==> src/rtl/class6_weight_enum.sv <==
// Purpose : streams every N-bit word whose popcount equals a requested weight k, in ascending order.
// Latency : first word valid one cycle after the request is accepted; one word per cycle after that.
// Backpressure: out_word/out_last hold while out_ready=0; requests are only accepted in IDLE.
//
// Ports:
//   clk, rst            rising-edge clock, synchronous active-high reset
//   req_valid/req_ready request handshake (req_ready is a decode of the state register)
//   req_weight          target weight k; k > N is rejected with a one-cycle err pulse
//   out_valid/out_ready output word handshake
//   out_word            current word, popcount equals the latched k
//   out_last            marks the final (largest) word of the enumeration
//   busy                enumeration in progress
//   err                 one-cycle pulse on a rejected request
//   chk_err             sticky popcount self-check failure
//
// Build option: define CLASS6_WEIGHT_CHECK_EN to include the popcount self-checker.
// Without it chk_err is tied low and the checker logic is absent.

module class6_weight_enum #(
  parameter int N = 7,
  parameter int W = 3
) (
  input  logic         clk,
  input  logic         rst,
  input  logic         req_valid,
  output logic         req_ready,
  input  logic [W-1:0] req_weight,
  output logic         out_valid,
  input  logic         out_ready,
  output logic [N-1:0] out_word,
  output logic         out_last,
  output logic         busy,
  output logic         err,
  output logic         chk_err
);

  typedef enum logic {
    IDLE = 1'b0,
    EMIT = 1'b1
  } state_t;

  state_t       state_q, state_d;
  logic [W-1:0] k_q, k_d;
  logic [N-1:0] word_q, word_d;
  logic         last_q, last_d;
  logic         valid_q, valid_d;
  logic         busy_q, busy_d;
  logic         err_q, err_d;

  // Smallest word of weight k: k ones packed at bit 0.
  function automatic logic [N-1:0] first_word(input logic [W-1:0] k);
    logic [N-1:0] w;
    w = '0;
    for (int i = 0; i < N; i++) begin
      if (i < int'(k)) w[i] = 1'b1;
    end
    return w;
  endfunction

  // Largest word of weight k: k ones packed at the top.
  function automatic logic [N-1:0] final_word(input logic [W-1:0] k);
    logic [N-1:0] w;
    w = '0;
    for (int i = 0; i < N; i++) begin
      if (i + int'(k) >= N) w[i] = 1'b1;
    end
    return w;
  endfunction

  // Next larger word of equal weight. Adding the lowest set bit carries the
  // lowest run of ones up by one position; the bits that flipped are the old
  // run plus the new top bit, so shifting them down by (tz + 2) leaves
  // exactly (run length - 1) ones packed at bit 0. Only called on non-final
  // words, so the addition never overflows N bits.
  function automatic logic [N-1:0] next_word(input logic [N-1:0] x);
    logic [N-1:0] lo;
    logic [N-1:0] sum;
    logic [N-1:0] ripple;
    int           tz;
    tz = 0;
    for (int i = N - 1; i >= 0; i--) begin
      if (x[i]) tz = i;
    end
    lo     = x & (~x + N'(1));
    sum    = x + lo;
    ripple = (sum ^ x) >> (tz + 2);
    return sum | ripple;
  endfunction

  logic [N-1:0] nxt_word;
  logic [N-1:0] req_first;
  logic [N-1:0] req_final;
  logic [N-1:0] cur_final;
  logic         weight_ok;

  always_comb begin
    nxt_word  = next_word(word_q);
    req_first = first_word(req_weight);
    req_final = final_word(req_weight);
    cur_final = final_word(k_q);
    weight_ok = (32'(req_weight) <= 32'(N));
  end

  always_comb begin
    state_d = state_q;
    k_d     = k_q;
    word_d  = word_q;
    last_d  = last_q;
    valid_d = valid_q;
    busy_d  = busy_q;
    err_d   = 1'b0;
    case (state_q)
      IDLE: begin
        if (req_valid) begin
          if (weight_ok) begin
            state_d = EMIT;
            k_d     = req_weight;
            word_d  = req_first;
            // Only k=0 and k=N have first == final.
            last_d  = (req_first == req_final);
            valid_d = 1'b1;
            busy_d  = 1'b1;
          end else begin
            err_d = 1'b1;
          end
        end
      end
      EMIT: begin
        if (valid_q && out_ready) begin
          if (last_q) begin
            state_d = IDLE;
            valid_d = 1'b0;
            busy_d  = 1'b0;
            last_d  = 1'b0;
          end else begin
            word_d = nxt_word;
            last_d = (nxt_word == cur_final);
          end
        end
      end
      default: begin
        state_d = IDLE;
        valid_d = 1'b0;
        busy_d  = 1'b0;
        last_d  = 1'b0;
      end
    endcase
  end

  always_ff @(posedge clk) begin
    if (rst) begin
      state_q <= IDLE;
      k_q     <= '0;
      word_q  <= '0;
      last_q  <= 1'b0;
      valid_q <= 1'b0;
      busy_q  <= 1'b0;
      err_q   <= 1'b0;
    end else begin
      state_q <= state_d;
      k_q     <= k_d;
      word_q  <= word_d;
      last_q  <= last_d;
      valid_q <= valid_d;
      busy_q  <= busy_d;
      err_q   <= err_d;
    end
  end

  assign req_ready = (state_q == IDLE);
  assign out_valid = valid_q;
  assign out_word  = word_q;
  assign out_last  = last_q;
  assign busy      = busy_q;
  assign err       = err_q;

`ifdef CLASS6_WEIGHT_CHECK_EN
  // Staged popcount: each stage folds one more bit of the word into the
  // running count, mirroring the class6 adder chain generalised to N bits.
  logic [W-1:0] pop_stage [N+1];
  logic         chk_err_q, chk_err_d;

  always_comb begin
    pop_stage[0] = '0;
    for (int i = 0; i < N; i++) begin
      pop_stage[i+1] = pop_stage[i] + {{(W-1){1'b0}}, word_q[i]};
    end
  end

  always_comb begin
    chk_err_d = chk_err_q;
    if (valid_q && (pop_stage[N] != k_q)) chk_err_d = 1'b1;
  end

  always_ff @(posedge clk) begin
    if (rst) chk_err_q <= 1'b0;
    else     chk_err_q <= chk_err_d;
  end

  assign chk_err = chk_err_q;
`else
  assign chk_err = 1'b0;
`endif

endmodule

==> config.mk <==
export PLATFORM = sky130hd
export DESIGN_NAME = class6_weight_enum
export DESIGN_NICKNAME = d
export VERILOG_FILES = /design/src/rtl/class6_weight_enum.sv
export SDC_FILE = /design/constraint.sdc
export NUM_CORES = 1
export LEC_CHECK = 0
export CELL_PAD_IN_SITES_DETAIL_PLACEMENT = 0
export CELL_PAD_IN_SITES_GLOBAL_PLACEMENT = 1
export CORE_ASPECT_RATIO = 1.25
export CORE_MARGIN = 1.5
export CORE_UTILIZATION = 41
export DETAILED_ROUTE_END_ITERATION = 10
export GPL_TIMING_DRIVEN = 0
export HOLD_SLACK_MARGIN = 0.15
export MAX_ROUTING_LAYER = met4
export PLACE_DENSITY_LB_ADDON = 0.1
export SLEW_MARGIN = 20
export SYNTH_ARGS = -nofsm -noshare
export SYNTH_HDL_FRONTEND = slang
export SYNTH_SLANG_ARGS = --single-unit
==> constraint.sdc <==
create_clock -name clk -period 4.3 [get_ports clk]
set_input_delay 0.43 -clock clk [delete_from_list [all_inputs] [get_ports clk]]
set_output_delay 0.43 -clock clk [all_outputs]
set_load 0.02 [all_outputs]
### Yosys cells after proc, flatten, opt, wreduce, memory -nomap -nowiden

Cells that the tools add are included.

* $add $sub $neg: 15
* $lt $le $gt $ge: 21
* equal/unequal tests: 6
* shift-type cells: 1
* muxes and demuxes: 44
* bitwise logic cells: 5
* reduce and logical (&&, ||, !) cells: 5

Operators by type and width (count)
* 4-bit by 3-bit greater-or-equal comparator with 1-bit output, second input constant: 12
* 32-bit by 3-bit adder with 32-bit output, second input constant: 1
* 7-bit by 32-bit right shift with 7-bit output: 1
* 1-bit two-way mux: 30
* 3-bit by 3-bit adder with 4-bit output, first input constant: 6
* 3-bit two-way mux: 7
* 7-bit two-way mux: 3
* 2-bit by 3-bit adder with 4-bit output, first input constant: 4
* 7-bit == test: 2
* 7-bit case mux with 2 select lines: 1
* 3-bit less-than comparator, first input constant: 3
* 1-bit by 3-bit adder with 4-bit output, first input constant: 2
* 7-bit by 1-bit adder with 7-bit output, second input constant: 1
* 7-bit adder: 1
* 7-bit AND: 1
* 7-bit NOT: 1
* 7-bit bitwise OR: 1
* 7-bit XOR: 1
* 3-bit greater-or-equal comparator, second input constant: 2
* 1-bit by 3-bit less-than comparator with 1-bit output, first input constant: 2
* 2-bit by 3-bit less-than comparator with 1-bit output, first input constant: 2
* 1-bit case mux with 2 select lines: 3
* 3-bit AND reduction: 2
* 2-bit by 1-bit != test with 1-bit output, second input constant: 2
* 4 further kinds: 6

* register bits: 13
* input bits: 7
* output and inout port bits: 13
* logic and storage cells: 102

### Longest topological paths before layout

* word-level depth: 14
* mapped depth: 12
* mapped depth without buffers: 11

### Worst setup path before layout

OpenSTA, ideal clock, no wires.

* kind: register to register
* start: register word_q[2] (netlist: out_word[2])
* end: register last_q (netlist: out_last)
* library setup time: 87 ps
* arrival time: 3029 ps
* required time: 4213 ps
* slack: 1184 ps
* cell stages (with the launch flop): 13
* path buffers: 2
* period minus slack after synthesis: 3116 ps
* cells stage by stage: dfxtp_1 > buf_6 > o31ai_1 > inv_1 > ha_1 > buf_2 > nor2_1 > o311ai_0 > o21ai_0 > nand2_1 > nand4_1 > or4_1 > o31ai_1

* word-level cells in the longest chain between the ends: 11
* elaborated cells between the ends (all ways): 15
* those cells by class: add/sub (3); eq/ne (1); shift (1); mux (6); bitwise (4)

RTL lines
* from (decl): RTL line 44 `logic [N-1:0] word_q, word_d;`
* from (signal assigned): RTL line 162 `word_q <= word_d;`
* 7-bit NOT: RTL line 84 `lo = x & (~x + N'(1));`
* 7-bit by 1-bit adder with 7-bit output: RTL line 84
* 7-bit AND: RTL line 84
* 7-bit adder: RTL line 85 `sum = x + lo;`
* 7-bit XOR: RTL line 86 `ripple = (sum ^ x) >> (tz + 2);`
* 7-bit by 32-bit right shift with 7-bit output: RTL line 86
* 7-bit bitwise OR (*): RTL line 87 `return sum | ripple;`
* 7-bit == test (*): RTL line 137 `last_d = (nxt_word == cur_final);`
* 1-bit two-way mux (*): RTL line 130 `if (last_q) begin`
* 1-bit two-way mux (*): RTL line 129 `if (valid_q && out_ready) begin`
* 1-bit case mux with 2 select lines (*): RTL line 112 `case (state_q)`
* to (signal assigned): RTL line 163 `last_q <= last_d;`
* to (decl): RTL line 45 `logic last_q, last_d;`

Mark *: on every way between the ends. The rest lies on a longest branch, timed or not. The select of a mux whose other input is x is not followed.
A chain may end at the register's enable or synchronous reset.

### Worst setup path in the final report

* start: register word_q[3] (netlist: out_word[3])
* end: register last_q (netlist: out_last)

* word-level cells in the longest chain between the ends: 11
* elaborated cells between the ends (all ways): 16
* those cells by class: add/sub (3); eq/ne (1); shift (1); mux (7); bitwise (4)

RTL lines (RTL line)
* 7-bit NOT / 3-bit two-way mux (equally long branches): 84, 82
* 7-bit by 1-bit adder with 7-bit output / 3-bit two-way mux (equally long branches): 84, 82
* 7-bit AND / 3-bit two-way mux (equally long branches): 84, 82
* 7-bit adder / 3-bit two-way mux (equally long branches): 85, 82
* 7-bit XOR / 32-bit by 3-bit adder with 32-bit output (equally long branches): 86
* 7-bit by 32-bit right shift with 7-bit output: 86
* 7-bit bitwise OR (*): 87
* 7-bit == test (*): 137
* 1-bit two-way mux (*): 130
* 1-bit two-way mux (*): 129
* 1-bit case mux with 2 select lines (*): 112

Marks and branches as above.

==> results by group <==
Outcome
  • Run status: finished clean

Global route
  • Overflow after GRT: 0
  • Global Route Usage Sum: 25.0%
  • Largest net degree at the start of global routing: 11
  • Vias in the first global route: 1,809
  • Initial antenna violation count: 0
  • First-pass GRT wire length: 8570 um

Timing
  • Final worst path period need: 3.76 ns
  • # setup viols final: 0
  • Unrepaired setup endpoints after global routing: no
  • Final hold viol count: 0
  • Peak Freq: 266 MHz
  • Max Slew Vio Count: 0
  • Clk_skew: 0.00577 ns
  • Final WS setup: 0.543 ns
  • Setup TNS: 0 ns
  • Worst Tran Pin Value: 0.709 ns
  • Tcrit/Tclk final: 87.4%
  • Slew HR: 52.3%

Placed design
  • Setup WS pre-CTS: 0.633 ns
  • I/O Buffers: 17
  • Routability cong.: 0.929
  • DP HPWL: 4130 um
  • Placed Cells: 317
  • Post-DP Area: 1980 sq um

Clocking
  • Clock latency on the worst-skew pair: 0.25 ns
  • H-tree levels: 1
  • Clk root buf: clkbuf_8
  • Total CTS buffers: 3
  • Clk slew on worst S/H paths: 0.06 ns
  • TritonCTS clock tree: yes
  • Longest Clk Path Bufs: 2
  • Postcts setup bufs: 0
  • Post-CTS resize count: 0
  • Sinks on Clock Net: 13
  • Cts hold-fix bufs: 0

Finish
  • Finished layout cell area: 2020 sq um
  • Area growth, synth to finish: 16.7%
  • Nets: 285
  • Post-Layout Cell Count: 321
  • Commonest non-fill, non-tap cell in the layout: nor2_1
  • Diodes inserted: 0
  • Most frequent cells in the layout: 27 x nor2_1, 22 x a21oi_1, 19 x nand2_1
  • Share of layout cells above drive strength 1: 7.17%

Synthesis
  • Mapped Area: 1740 sq um
  • Mux cell area share after synthesis: 1.23%
  • Top_reg_cell synth: dfxtp_1
  • Mapped Cells: 243
  • Post-synthesis simple-gate area fraction: 27.4%
  • Synthesized-area fraction occupied by adder cells: 8.65%
  • Synth Area in Compound Gates: 38.4%
  • Mean area per synthesized cell: 7.14 sq um
  • Synth Register Bits: 13
  • Asr flop ratio synth: 0%
  • Combinational family with the most area after synthesis: compound AO/OA/AOI/OAI gates
  • Xor and xnor area share after synthesis: 1.01%
  • Seq/Total Area, Yosys: 15.0%
  • Synth Warn #: 0
  • Post-synth EDFFs: 0
  • Unique masters post-synth: 61

Die
  • Die X: 61.2 um
  • Die ar.: 4630 sq um
  • Core ar.: 4070 sq um
  • FP Rows: 26
  • Die Y: 75.7 um
  • Starting Density: 42.7%
  • I/O pin cnt: 20

Route
  • Vias post-DR: 1,939
  • 1st-iter DRT viols: 163
  • Routed Antenna Nets: 0
  • First-pass DRT Iterations: 4
  • Routed WL: 5250 um
  • Post-DR wirelength/cell: 16.4 um
  • DRC Markers: 0
  • Vias/cell: 6.04

Power and ir drop
  • Maximum vdd drop: 149 uV
  • Power consumption: 0.547 mW
  • Cell Pwr Density: 270 nW/um^2
  • Pleak: 0.786 nW

Setup path
  • Crit path kind: reg2reg
  • Required time of the critical path: 4.46 ns
  • Max FO, Critical Path: 10
  • Crit end category: flop
  • Startpoint types: flop
  • Arr. time, crit path: 3.91 ns

Run
  • Maximum capacitance violations: 0

Worst hold path
  • Class of the worst hold path: reg2reg
-- synth_stat cells, types with 2 or more instances --
master / number / area (sq um)
a21o_1: 6 / 45.0
nor4_1: 3 / 18.8
dfxtp_1: 13 / 260
nor3_1: 2 / 10.0
nand2b_1: 5 / 31.3
o211ai_1: 4 / 30.0
nor2b_2: 3 / 26.3
buf_2: 4 / 20.0
nor2_1: 27 / 101
a211oi_1: 10 / 75.1
a31oi_1: 4 / 25.0
o31a_1: 3 / 26.3
ha_1: 12 / 150
a311oi_1: 2 / 17.5
xor2_1: 2 / 17.5
buf_4: 3 / 22.5
o21ai_0: 9 / 45.0
or4_1: 3 / 22.5
clkbuf_1: 9 / 33.8
nand2_1: 19 / 71.3
a221o_1: 2 / 20.0
nor2b_1: 8 / 50.1
o31ai_1: 2 / 15.0
a221oi_1: 6 / 52.6
a21oi_1: 22 / 110
o311ai_0: 3 / 26.3
o22ai_1: 3 / 18.8
and3_1: 2 / 12.5
a2111oi_0: 2 / 17.5
inv_1: 13 / 48.8
o311a_1: 2 / 20.0
and2_1: 2 / 12.5
nor3b_1: 3 / 22.5
nand3_1: 3 / 15.0
-- worst paths after layout --
kind                       startpoint                    end  slack [ns]  cells past startpoint
max          out_word[3]$_SDFFE_PP0P_  out_last$_SDFFE_PP0P_        0.54                     11
min                 busy$_SDFFE_PP0P_      busy$_SDFFE_PP0P_        0.56                      2
max reg2reg  out_word[3]$_SDFFE_PP0P_  out_last$_SDFFE_PP0P_        0.54                     11
min reg2reg         busy$_SDFFE_PP0P_      busy$_SDFFE_PP0P_        0.56                      2
-- metrics by stage --
step	hold WS (ns)	util (%)
floorplan	0.509	-
global placement	0.543	48.7
detailed placement	0.544	48.7
CTS	0.562	49.8
global route	0.589	49.8
finish	0.557	49.8
-- critical path, stage by stage (launching register included) --
cell and delay, ns:
dfxtp_1 0.36, buf_2 0.21, o31ai_1 0.64, inv_1 0.19, ha_1 0.38, buf_2 0.20, nor2_1 0.29, o311ai_0 0.24
o32ai_1 0.58, nor3b_1 0.26, a31oi_1 0.07, o31ai_1 0.25
-- logic make-up after synthesis --
logic type / count (synthesis)
AOI/OAI and AO/OA: 94
xor gates and xnor gates: 2
adders and majority gates: 12
buffers and inverters: 31
DFF: 13
muxes: 2
other: 1
and+or+nand+nor: 88
-- registers in the layout (all words and copies together), names as in the netlist --
name and flops:
out_last 1, busy 1, k_q 3, out_word 7, state_q 1
-- final cells by class --
type	instances	area, sq um
fillers	429	2040
inverters	14	52.6
clock buffers	4	45.0
flip-flops and latches	13	260
multi-input cells	200	1340
plain buffers	17	87.6
repair buffers	17	170
well taps	56	70.1
-- power by group --
group	internal (mW)	leakage (nW)	switching [mW]
registers	0.130	0.107	0.0155
clock network	0.0655	0.0228	0.0466
logic	0.115	0.656	0.173
total	0.311	0.786	0.235
-- metal layers --
layer  vias to the layer above  track usage, %  share of wire (%)  wire, um
li1                        957               -                  -         -
met1                       901            30.7                 44      2310
met2                        67            42.4                 48      2540
met3                        14            2.72                5.1       270
met4                         0            7.49                2.4       125
met5                         -               -                  0         0
Power figures use the tool's default switching activity.
